`src/rtl/arb_pkg.sv`:
```
// Shared types and constants for the data-memory port arbiter.
package arb_pkg;

  localparam int NUM_REQ   = 4;
  localparam int SEL_WIDTH = 2;

  localparam logic [SEL_WIDTH-1:0] REQ_FETCH = 2'd0;
  localparam logic [SEL_WIDTH-1:0] REQ_LSU   = 2'd1;
  localparam logic [SEL_WIDTH-1:0] REQ_DBG   = 2'd2;
  localparam logic [SEL_WIDTH-1:0] REQ_DMA   = 2'd3;

  typedef enum logic {
    ARB_IDLE = 1'b0,
    ARB_BUSY = 1'b1
  } arb_state_e;

endpackage

```
`src/rtl/mem_port_arbiter_if.sv`:
```
// Request/grant bundle between the requesters, data memory and the port arbiter.
interface mem_port_arbiter_if;
  import arb_pkg::*;

  logic [NUM_REQ-1:0]   Req;
  logic                 Mem_Ack;
  logic [NUM_REQ-1:0]   Grant;
  logic [SEL_WIDTH-1:0] Selector;
  logic                 Mem_Valid;
  logic                 Busy;
  logic                 Timeout_Err;

  modport master (
    input  Req, Mem_Ack,
    output Grant, Selector, Mem_Valid, Busy, Timeout_Err
  );

  modport slave (
    output Req, Mem_Ack,
    input  Grant, Selector, Mem_Valid, Busy, Timeout_Err
  );

endinterface

```
`src/rtl/rr_priority_pick.sv`:
```
// Combinational round-robin pick: first asserted request at or after ptr, wrapping.
module rr_priority_pick
  import arb_pkg::*;
(
  input  logic [NUM_REQ-1:0]   Req,
  input  logic [SEL_WIDTH-1:0] ptr,
  output logic [SEL_WIDTH-1:0] winner,
  output logic                 any_req
);

  // Walk the search order backwards so the earliest hit is written last.
  always_comb begin
    winner  = '0;
    any_req = 1'b0;
    for (int i = NUM_REQ - 1; i >= 0; i--) begin
      if (Req[ptr + SEL_WIDTH'(i)]) begin
        winner  = ptr + SEL_WIDTH'(i);
        any_req = 1'b1;
      end
    end
  end

endmodule

```
`src/rtl/mem_port_arbiter.sv`:
```
// Round-robin owner of the single data-memory port; grant held until Mem_Ack.
// Optional watchdog abort enabled by defining ARB_TIMEOUT_EN.
module mem_port_arbiter #(
  parameter int NUM_REQ        = 4,
  parameter int SEL_WIDTH      = 2,
  parameter int TIMEOUT_CYCLES = 16
) (
  input  logic               clk,
  input  logic               reset,
  mem_port_arbiter_if.master bus
);
  import arb_pkg::*;

  arb_state_e           state_q, state_d;
  logic [SEL_WIDTH-1:0] ptr_q, ptr_d;
  logic [NUM_REQ-1:0]   grant_q, grant_d;
  logic [SEL_WIDTH-1:0] sel_q, sel_d;
  logic                 valid_q, valid_d;

  logic [SEL_WIDTH-1:0] winner;
  logic                 any_req;
  logic                 expire;
  logic                 release_grant;

  rr_priority_pick u_pick (
    .Req     (bus.Req),
    .ptr     (ptr_q),
    .winner  (winner),
    .any_req (any_req)
  );

`ifdef ARB_TIMEOUT_EN
  localparam int WD_W = $clog2(TIMEOUT_CYCLES);

  logic [WD_W-1:0] wd_cnt_q, wd_cnt_d;
  logic            tmo_err_q, tmo_err_d;

  // Counter sits at zero in IDLE so it is already clear on the first BUSY cycle.
  always_comb begin
    wd_cnt_d  = (state_q == ARB_BUSY) ? wd_cnt_q + WD_W'(1) : '0;
    expire    = (state_q == ARB_BUSY) && (wd_cnt_q == WD_W'(TIMEOUT_CYCLES - 1));
    tmo_err_d = expire && !bus.Mem_Ack;
  end

  always_ff @(posedge clk or posedge reset) begin
    if (reset) begin
      wd_cnt_q  <= '0;
      tmo_err_q <= 1'b0;
    end else begin
      wd_cnt_q  <= wd_cnt_d;
      tmo_err_q <= tmo_err_d;
    end
  end

  assign bus.Timeout_Err = tmo_err_q;
`else
  assign expire          = 1'b0;
  assign bus.Timeout_Err = 1'b0;
`endif

  assign release_grant = (state_q == ARB_BUSY) && (bus.Mem_Ack || expire);

  always_ff @(posedge clk or posedge reset) begin
    if (reset) begin
      state_q <= ARB_IDLE;
      ptr_q   <= '0;
      grant_q <= '0;
      sel_q   <= '0;
      valid_q <= 1'b0;
    end else begin
      state_q <= state_d;
      ptr_q   <= ptr_d;
      grant_q <= grant_d;
      sel_q   <= sel_d;
      valid_q <= valid_d;
    end
  end

  always_comb begin
    state_d = state_q;
    case (state_q)
      ARB_IDLE: if (any_req)       state_d = ARB_BUSY;
      ARB_BUSY: if (release_grant) state_d = ARB_IDLE;
      default:                     state_d = ARB_IDLE;
    endcase
  end

  // Selector retains the last winner after release, so it doubles as the
  // record of whom to advance the pointer past.
  always_comb begin
    ptr_d   = ptr_q;
    grant_d = grant_q;
    sel_d   = sel_q;
    valid_d = valid_q;
    if (state_q == ARB_IDLE && any_req) begin
      grant_d = NUM_REQ'(1) << winner;
      sel_d   = winner;
      valid_d = 1'b1;
    end else if (release_grant) begin
      grant_d = '0;
      valid_d = 1'b0;
      ptr_d   = sel_q + SEL_WIDTH'(1);
    end
  end

  assign bus.Grant     = grant_q;
  assign bus.Selector  = sel_q;
  assign bus.Mem_Valid = valid_q;
  assign bus.Busy      = valid_q;

endmodule

```
`src/flat_wrapper.sv`:
```
// flat-port wrapper written by rule: the top's interface ports become plain ports
module mem_port_arbiter_flat import arb_pkg::*;
#(
  parameter int NUM_REQ        = 4,
  parameter int SEL_WIDTH      = 2,
  parameter int TIMEOUT_CYCLES = 16
)
  (clk, reset, bus_Req, bus_Mem_Ack, bus_Grant, bus_Selector, bus_Mem_Valid, bus_Busy, bus_Timeout_Err);
  mem_port_arbiter_if bus_i ();
  input  logic clk;
  input  logic reset;
  input wire logic [$bits(bus_i.Req)-1:0] bus_Req;
  input wire logic [$bits(bus_i.Mem_Ack)-1:0] bus_Mem_Ack;
  output wire logic [$bits(bus_i.Grant)-1:0] bus_Grant;
  output wire logic [$bits(bus_i.Selector)-1:0] bus_Selector;
  output wire logic [$bits(bus_i.Mem_Valid)-1:0] bus_Mem_Valid;
  output wire logic [$bits(bus_i.Busy)-1:0] bus_Busy;
  output wire logic [$bits(bus_i.Timeout_Err)-1:0] bus_Timeout_Err;
  assign bus_i.Req = bus_Req;
  assign bus_i.Mem_Ack = bus_Mem_Ack;
  assign bus_Grant = bus_i.Grant;
  assign bus_Selector = bus_i.Selector;
  assign bus_Mem_Valid = bus_i.Mem_Valid;
  assign bus_Busy = bus_i.Busy;
  assign bus_Timeout_Err = bus_i.Timeout_Err;
  mem_port_arbiter #(.NUM_REQ(NUM_REQ), .SEL_WIDTH(SEL_WIDTH), .TIMEOUT_CYCLES(TIMEOUT_CYCLES)) u_core (.clk(clk), .reset(reset), .bus(bus_i));
endmodule
```
`config.mk`:
```
export PLATFORM = sky130hd
export DESIGN_NAME = mem_port_arbiter_flat
export DESIGN_NICKNAME = d
export VERILOG_FILES = /design/src/rtl/arb_pkg.sv /design/src/rtl/mem_port_arbiter_if.sv /design/src/rtl/rr_priority_pick.sv /design/src/rtl/mem_port_arbiter.sv /design/src/flat_wrapper.sv
export SDC_FILE = /design/constraint.sdc
export NUM_CORES = 1
export LEC_CHECK = 0
export ABC_AREA = 0
export ABC_CLOCK_PERIOD_IN_PS = 2000
export CAP_MARGIN = 10
export CORE_AREA = 2 2 39 41
export CTS_CLUSTER_SIZE = 10
export DETAILED_ROUTE_END_ITERATION = 10
export DIE_AREA = 0 0 41 43
export MAX_ROUTING_LAYER = met4
export PLACE_DENSITY = 0.75
export SYNTH_ARGS = -nofsm -noshare
export SYNTH_HDL_FRONTEND = slang
export SYNTH_SLANG_ARGS = --single-unit
```
`constraint.sdc`:
```
create_clock -name clk -period 2 [get_ports clk]
set_input_delay 0.4 -clock clk [delete_from_list [all_inputs] [get_ports clk]]
set_output_delay 0.4 -clock clk [all_outputs]
set_load 0.05 [all_outputs]
```
==> results of run 1 <==
-- state kept, by name (all words and copies together), names as in the netlist --
register and flops:
u_core.bus.Busy 1, u_core.bus.Selector 2, u_core.ptr_q 2, u_core.bus.Grant 4, u_core.state_q 1
-- metal layers --
metal | up-vias | GRT usage [%] | wire [um]
li1 | 205 | - | -
met1 | 184 | 17.6 | 482
met2 | 16 | 15.9 | 409
met3 | 2 | 1.57 | 66
met4 | 0 | 8.00 | 5
met5 | - | - | 0
-- path summary, 6_finish.rpt --
kind	startpoint	to	slack (ns)	cells after the start
hold reg to reg	u_core.bus.Grant[0]$_DFFE_PP0P_	u_core.bus.Grant[0]$_DFFE_PP0P_	0.50	2
hold / removal	reset	u_core.bus.Selector[0]$_DFFE_PP0P_	0.41	2
setup reg to reg	u_core.ptr_q[1]$_DFFE_PP0P_	u_core.bus.Grant[2]$_DFFE_PP0P_	0.68	4
max in group asynchronous	reset	u_core.bus.Selector[1]$_DFFE_PP0P_	1.32	2
min in group clk	u_core.bus.Grant[0]$_DFFE_PP0P_	u_core.bus.Grant[0]$_DFFE_PP0P_	0.50	2
setup / recovery	u_core.bus.Selector[0]$_DFFE_PP0P_	bus_Selector[0]	0.10	1
-- cells in the mapped netlist --
library cell / n / area [um2]
sky130_fd_sc_hd__or2_1: 1 / 6.26
sky130_fd_sc_hd__or2b_1: 1 / 7.51
sky130_fd_sc_hd__o21ai_1: 1 / 5.00
sky130_fd_sc_hd__a21o_1: 2 / 15.0
sky130_fd_sc_hd__nor2_1: 2 / 7.51
sky130_fd_sc_hd__a21oi_1: 2 / 10.0
sky130_fd_sc_hd__inv_1: 3 / 11.3
sky130_fd_sc_hd__a211oi_1: 1 / 7.51
sky130_fd_sc_hd__mux2i_1: 1 / 10.0
sky130_fd_sc_hd__nand2_1: 7 / 26.3
sky130_fd_sc_hd__a211o_1: 1 / 8.76
sky130_fd_sc_hd__a32o_1: 2 / 20.0
sky130_fd_sc_hd__nor2b_4: 1 / 13.8
sky130_fd_sc_hd__nand2b_1: 1 / 6.26
sky130_fd_sc_hd__nor4_1: 1 / 6.26
sky130_fd_sc_hd__a311oi_1: 1 / 8.76
sky130_fd_sc_hd__nand3_1: 2 / 10.0
sky130_fd_sc_hd__o21ai_0: 2 / 10.0
sky130_fd_sc_hd__xnor2_1: 1 / 8.76
sky130_fd_sc_hd__buf_4: 3 / 22.5
sky130_fd_sc_hd__o31ai_1: 1 / 7.51
sky130_fd_sc_hd__o31ai_2: 1 / 12.5
sky130_fd_sc_hd__dfrtp_1: 10 / 250
sky130_fd_sc_hd__nor3_1: 1 / 5.00
sky130_fd_sc_hd__conb_1: 1 / 3.75
-- power breakdown --
| part | internal, mW | leakage, nW | switching, mW |
|---|---|---|---|
| sequential | 0.258 | 0.125 | 0.0555 |
| combinational | 0.145 | 0.167 | 0.244 |
| clock | 0.0691 | 0.0138 | 0.0615 |
-- layout make-up --
type | count | area share (%)
Timing Repair Buffer | 15 | 22.1
Sequential cell | 10 | 37.5
Tap cell | 16 | 3.00
Inverter | 3 | 1.69
Multi-Input combinational cell | 34 | 32.4
Clock buffer | 3 | 3.37
-- through the flow --
step                      std cells  power, mW  area (um2)
after CTS                        81      0.835         668
after global placement           78      0.702         646
after floorplan                  50      0.583         500
final                            81      0.833         668
after detailed placement         78      0.703         646
after global routing             81      0.875         668
-- cells by family after synthesis --
logic type / after synthesis / share of synthesized area [%]
buf+inv: 6 / 6.75
flops: 10 / 50.0
compound gates: 14 / 21.0
other cells: 1 / 0.749
simple gates: 17 / 17.8
xor+xnor: 1 / 1.75
mux: 1 / 2.00
==> results.md, run 1 <==
- Run status: finished clean
- Register area share after synthesis: 50.0%
- Area occupied by multi-input gates: 216 um2
- Final hold slack: 0.414 ns
- Sort of element at the end of the critical path: output port
- Initial core utilization: 36.2%
- Number of violations reported at the end of detailed-routing iteration 0: 9
- Required arrival time at the worst endpoint: 1.60 ns
- Postcts setup bufs: 0
- Critical path buffers and inverters: 1
- CTS Hold Bufs: 0
- Count of clock tree sinks: 10
- Diode insertion count for antenna repair: 0
- Final count of pins violating max slew: 0
- Max Clock Freq: 527 MHz
- Worst slack at placement: 0.140 ns
- Data arrival time of the critical path: 1.50 ns
- Maximum clock insertion buffer count: 2
- Largest stage delay on the critical path: 0.83 ns
- Antenna violations before repair: 0
- Worst hold path class: input pin to async pin
- Max_cap viols: 0
- WL/cell: 11.9 um
- CTS tree: done
- Syn-to-layout area delta: 33.5%
- Count of nets after finishing: 74
- Die area: 1760 um2
- H-tree lvl count: 1
- Utilization after layout: 48.3%
- Portion of the clock cycle consumed by the worst path in the final layout: 94.8%
- Tmin final: 1.90 ns
- Global-route congestion overflow total: 0
- CTS root buf: sky130_fd_sc_hd__clkbuf_4
- Setup TNS: 0 ns
- Port bufs: 14
- Clock latency on the worst-skew pair: 0.26 ns
- Peak supply drop: 0.677 mV
- Count of pins on the block boundary: 16
- DRC: 0
- Leakage: 0.306 nW
- Final count of negative-setup-slack endpoints: 0
- Power Dens Cells: 1250 nW/um2
- Most frequent cells in the layout: sky130_fd_sc_hd__clkdlybuf4s50_1, sky130_fd_sc_hd__dfrtp_1, sky130_fd_sc_hd__nand2_1
- Clock tree skew after final layout: 0.00329 ns
- Instance count of the mapped netlist: 50
- Wire length reported by the detailed router: 964 um
- First-pass iteration count of the detailed router: 4
- Post-detailed-route via-to-cell ratio: 5.02
- Post-layout worst setup margin: 0.104 ns
- Yosys cell types: 25
- Number of global-route vias before repair: 373
- Wire length of the first global-routing pass: 1440 um
- Crit Path Max Fanout: 4
- Total clock buffers created by CTS: 3
- Mean area per synthesized cell: 10.0 um2
- Crit path cell chain: clkdlybuf4s50_1
- Overall via count from detail_route: 407
- Hold Vio Cnt, Final: 0
- Type of the worst setup path: flop to output port
- Pin count of the biggest net entering global routing: 11
- Std-Cell Core Area: 1380 um2
- Chip width: 41 um
- Cells resized by post-CTS repair: 0
- Clk pin slew, worst setup/hold paths: 0.06 ns
- Number of warnings issued by yosys: 0
- Gate family responsible for the most delay along the worst path: buffers and inverters
- Cell with the largest stage delay on the worst path: sky130_fd_sc_hd__clkdlybuf4s50_1
- Number of synthesized register bits: 10
- DRT antenna net count: 0
- # fillers: 142
- Setup repair after global routing missed its margin: false
- Routability congestion estimate from global placement: 0.751
- Total nets after synthesis: 57
- Dpl hpwl: 717 um
- Type of origin of the critical path: flop
- Die H: 43 um
- Area of the mapped netlist: 500 um2
- GR Util All Layers: 12.3%
- Commonest non-fill, non-tap cell in the layout: sky130_fd_sc_hd__clkdlybuf4s50_1
- Proportion of layout cells with a drive suffix above 1: 9.23%
- Total area of sequential cells: 250 um2
- Row count: 14
Note: power is estimated with default switching activity, not from simulation.
==> inputs of run 2 (changes only) <==
- CTS_BUF_LIST: unset -> sky130_fd_sc_hd__clkbuf_8
==> run 2 against run 1 <==
Net effect:
- clock-buffer cell count is the same
- sequential cell count is the same
- cell area grew 2.8%
- worst hold slack gained 0.026 ns
- critical path depth is the same
- sequential power is essentially flat
- non-clock buffer count is the same
- highest routed layer unchanged
- largest cell class unchanged
==> results.md, run 2 (synthesis results as in run 1) <==
- DRC: 0
- Sort of element at the end of the critical path: output port
- Cell count of the worst reg-to-reg path: 4
- DRT antenna net count: 0
- Data arrival time of the critical path: 1.47 ns
- Die area: 1760 um2
- Run status: finished clean
- CTS root buf: sky130_fd_sc_hd__clkbuf_8
- Reg2Reg Capture Point: u_core.bus.Grant[2]$_DFFE_PP0P_
- Flip-flop count of the largest register after layout: 4
- CTS tree: done
- Port bufs: 14
- CTS Hold Bufs: 0
- Portion of the clock cycle consumed by the worst path in the final layout: 93.4%
- Utilization after layout: 49.6%
- Count of clock tree sinks: 10
- Post-detailed-route via-to-cell ratio: 4.96
- Required arrival time at the worst endpoint: 1.60 ns
- Worst hold path class: input pin to async pin
- Most frequent cells in the layout: sky130_fd_sc_hd__clkdlybuf4s50_1, sky130_fd_sc_hd__dfrtp_1, sky130_fd_sc_hd__nand2_1
- Proportion of layout cells with a drive suffix above 1: 9.23%
- Final count of negative-setup-slack endpoints: 0
- Count of pins on the block boundary: 16
- Die H: 43 um
- First-pass iteration count of the detailed router: 4
- Switching Share: 40.8%
- Cell with the largest stage delay on the worst path: sky130_fd_sc_hd__clkdlybuf4s50_1
- Type of origin of the critical path: flop
- Global-route congestion overflow total: 0
- Number of violations reported at the end of detailed-routing iteration 0: 7
- Total number of cells along the worst setup path: 1
- Tmin final: 1.87 ns
- Crit path launch: u_core.bus.Selector[0]$_DFFE_PP0P_
- Clk pwr share: 22.4%
- Leakage: 0.314 nW
- Crit Path Max Fanout: 4
- Crit path cell chain: clkdlybuf4s50_1
- Routability congestion estimate from global placement: 0.751
- GR Util All Layers: 12.9%
- Wire length reported by the detailed router: 947 um
- Max_cap viols: 0
- Gate family responsible for the most delay along the worst path: buffers and inverters
- Gate power share: 43.0%
- Final hold slack: 0.440 ns
- Final count of pins violating max slew: 0
- Initial core utilization: 36.2%
- Type of the worst setup path: flop to output port
- Worst-case register-to-register setup slack: 0.68 ns
- Overall via count from detail_route: 402
- Peak supply drop: 0.550 mV
- Diode insertion count for antenna repair: 0
- Count of nets after finishing: 74
- Maximum clock insertion buffer count: 2
- Row count: 14
- Clock latency on the worst-skew pair: 0.23 ns
- Total design power: 0.903 mW
- Critical path buffers and inverters: 1
- Switching Power: 0.369 mW
- Max Clock Freq: 535 MHz
- Hold Vio Cnt, Final: 0
- Largest stage delay on the critical path: 0.83 ns
- Sequential Power Share: 34.7%
- Cell-internal power: 0.535 mW
- Number of global-route vias before repair: 377
- Cells resized by post-CTS repair: 0
- Crit path to: bus_Selector[0]
- Power Dens Cells: 1320 nW/um2
- Total clock buffers created by CTS: 3
- Commonest non-fill, non-tap cell in the layout: sky130_fd_sc_hd__clkdlybuf4s50_1
- Setup TNS: 0 ns
- Worst reg2reg startpoint: u_core.ptr_q[1]$_DFFE_PP0P_
- Syn-to-layout area delta: 37.3%
- Clk pin slew, worst setup/hold paths: 0.04 ns
- Std-Cell Core Area: 1380 um2
- Wire length of the first global-routing pass: 1440 um
- Chip width: 41 um
- H-tree lvl count: 1
- Postcts setup bufs: 0
- Pin count of the biggest net entering global routing: 11
- Setup repair after global routing missed its margin: false
- Antenna violations before repair: 0
- Clock tree skew after final layout: 0.00283 ns
- # fillers: 141
- Dpl hpwl: 717 um
- WL/cell: 11.7 um
[run 2: how the worst min path moves through the flow]
stage | startpoint | end | slack, ns | depth (start not counted)
3_3_place_gp | u_core.bus.Grant[0]$_DFFE_PP0P_ | u_core.bus.Grant[0]$_DFFE_PP0P_ | 0.49 | 2
5_1_grt | reset | u_core.bus.Selector[0]$_DFFE_PP0P_ | 0.49 | 2
4_1_cts | reset | u_core.bus.Selector[0]$_DFFE_PP0P_ | 0.45 | 2
6_report | reset | u_core.bus.Selector[0]$_DFFE_PP0P_ | 0.44 | 2
2_1_floorplan | reset | u_core.bus.Busy$_DFFE_PP0P_ | 0.24 | 1
3_5_place_dp | u_core.bus.Grant[0]$_DFFE_PP0P_ | u_core.bus.Grant[0]$_DFFE_PP0P_ | 0.49 | 2
[run 2: layout make-up]
type                            count  area [um2]  share of cell area, %
Sequential cell                    10         250                   36.4
Multi-Input combinational cell     34         216                   31.5
Timing Repair Buffer               15         148                   21.5
Clock buffer                        3        41.3                   6.01
Tap cell                           16        20.0                   2.91
Inverter                            3        11.3                   1.64
[run 2: through the flow]
stage          std cells  instance area [um2]  setup slack (ns)
6_report              81                  687             0.132
5_1_grt               81                  687             0.106
4_1_cts               81                  687             0.123
3_5_place_dp          78                  646             0.140
3_3_place_gp          78                  646             0.143
2_1_floorplan         50                  500             0.697
[run 2: routing by layer]
| metal | track usage (%) | vias up | wire [um] |
|---|---|---|---|
| li1 | - | 204 | - |
| met1 | 16.3 | 183 | 448 |
| met2 | 16.9 | 13 | 406 |
| met3 | 3.14 | 2 | 65 |
| met4 | 10.0 | 0 | 27 |
| met5 | - | - | 0 |
[run 2: power groups by stage]
stage	sequential [mW]	combinational (mW)	clock [mW]
final	0.313	0.388	0.202
after detailed placement	0.315	0.388	0
after global routing	0.321	0.411	0.216
after global placement	0.313	0.389	0
after floorplan	0.439	0.143	0
after CTS	0.312	0.391	0.209
==> inputs of run 3 (changes only) <==
- ABC_AREA: 0 -> unset
==> results of run 3 <==
The final DEF is identical to that of run 2; final timing and power are the same.
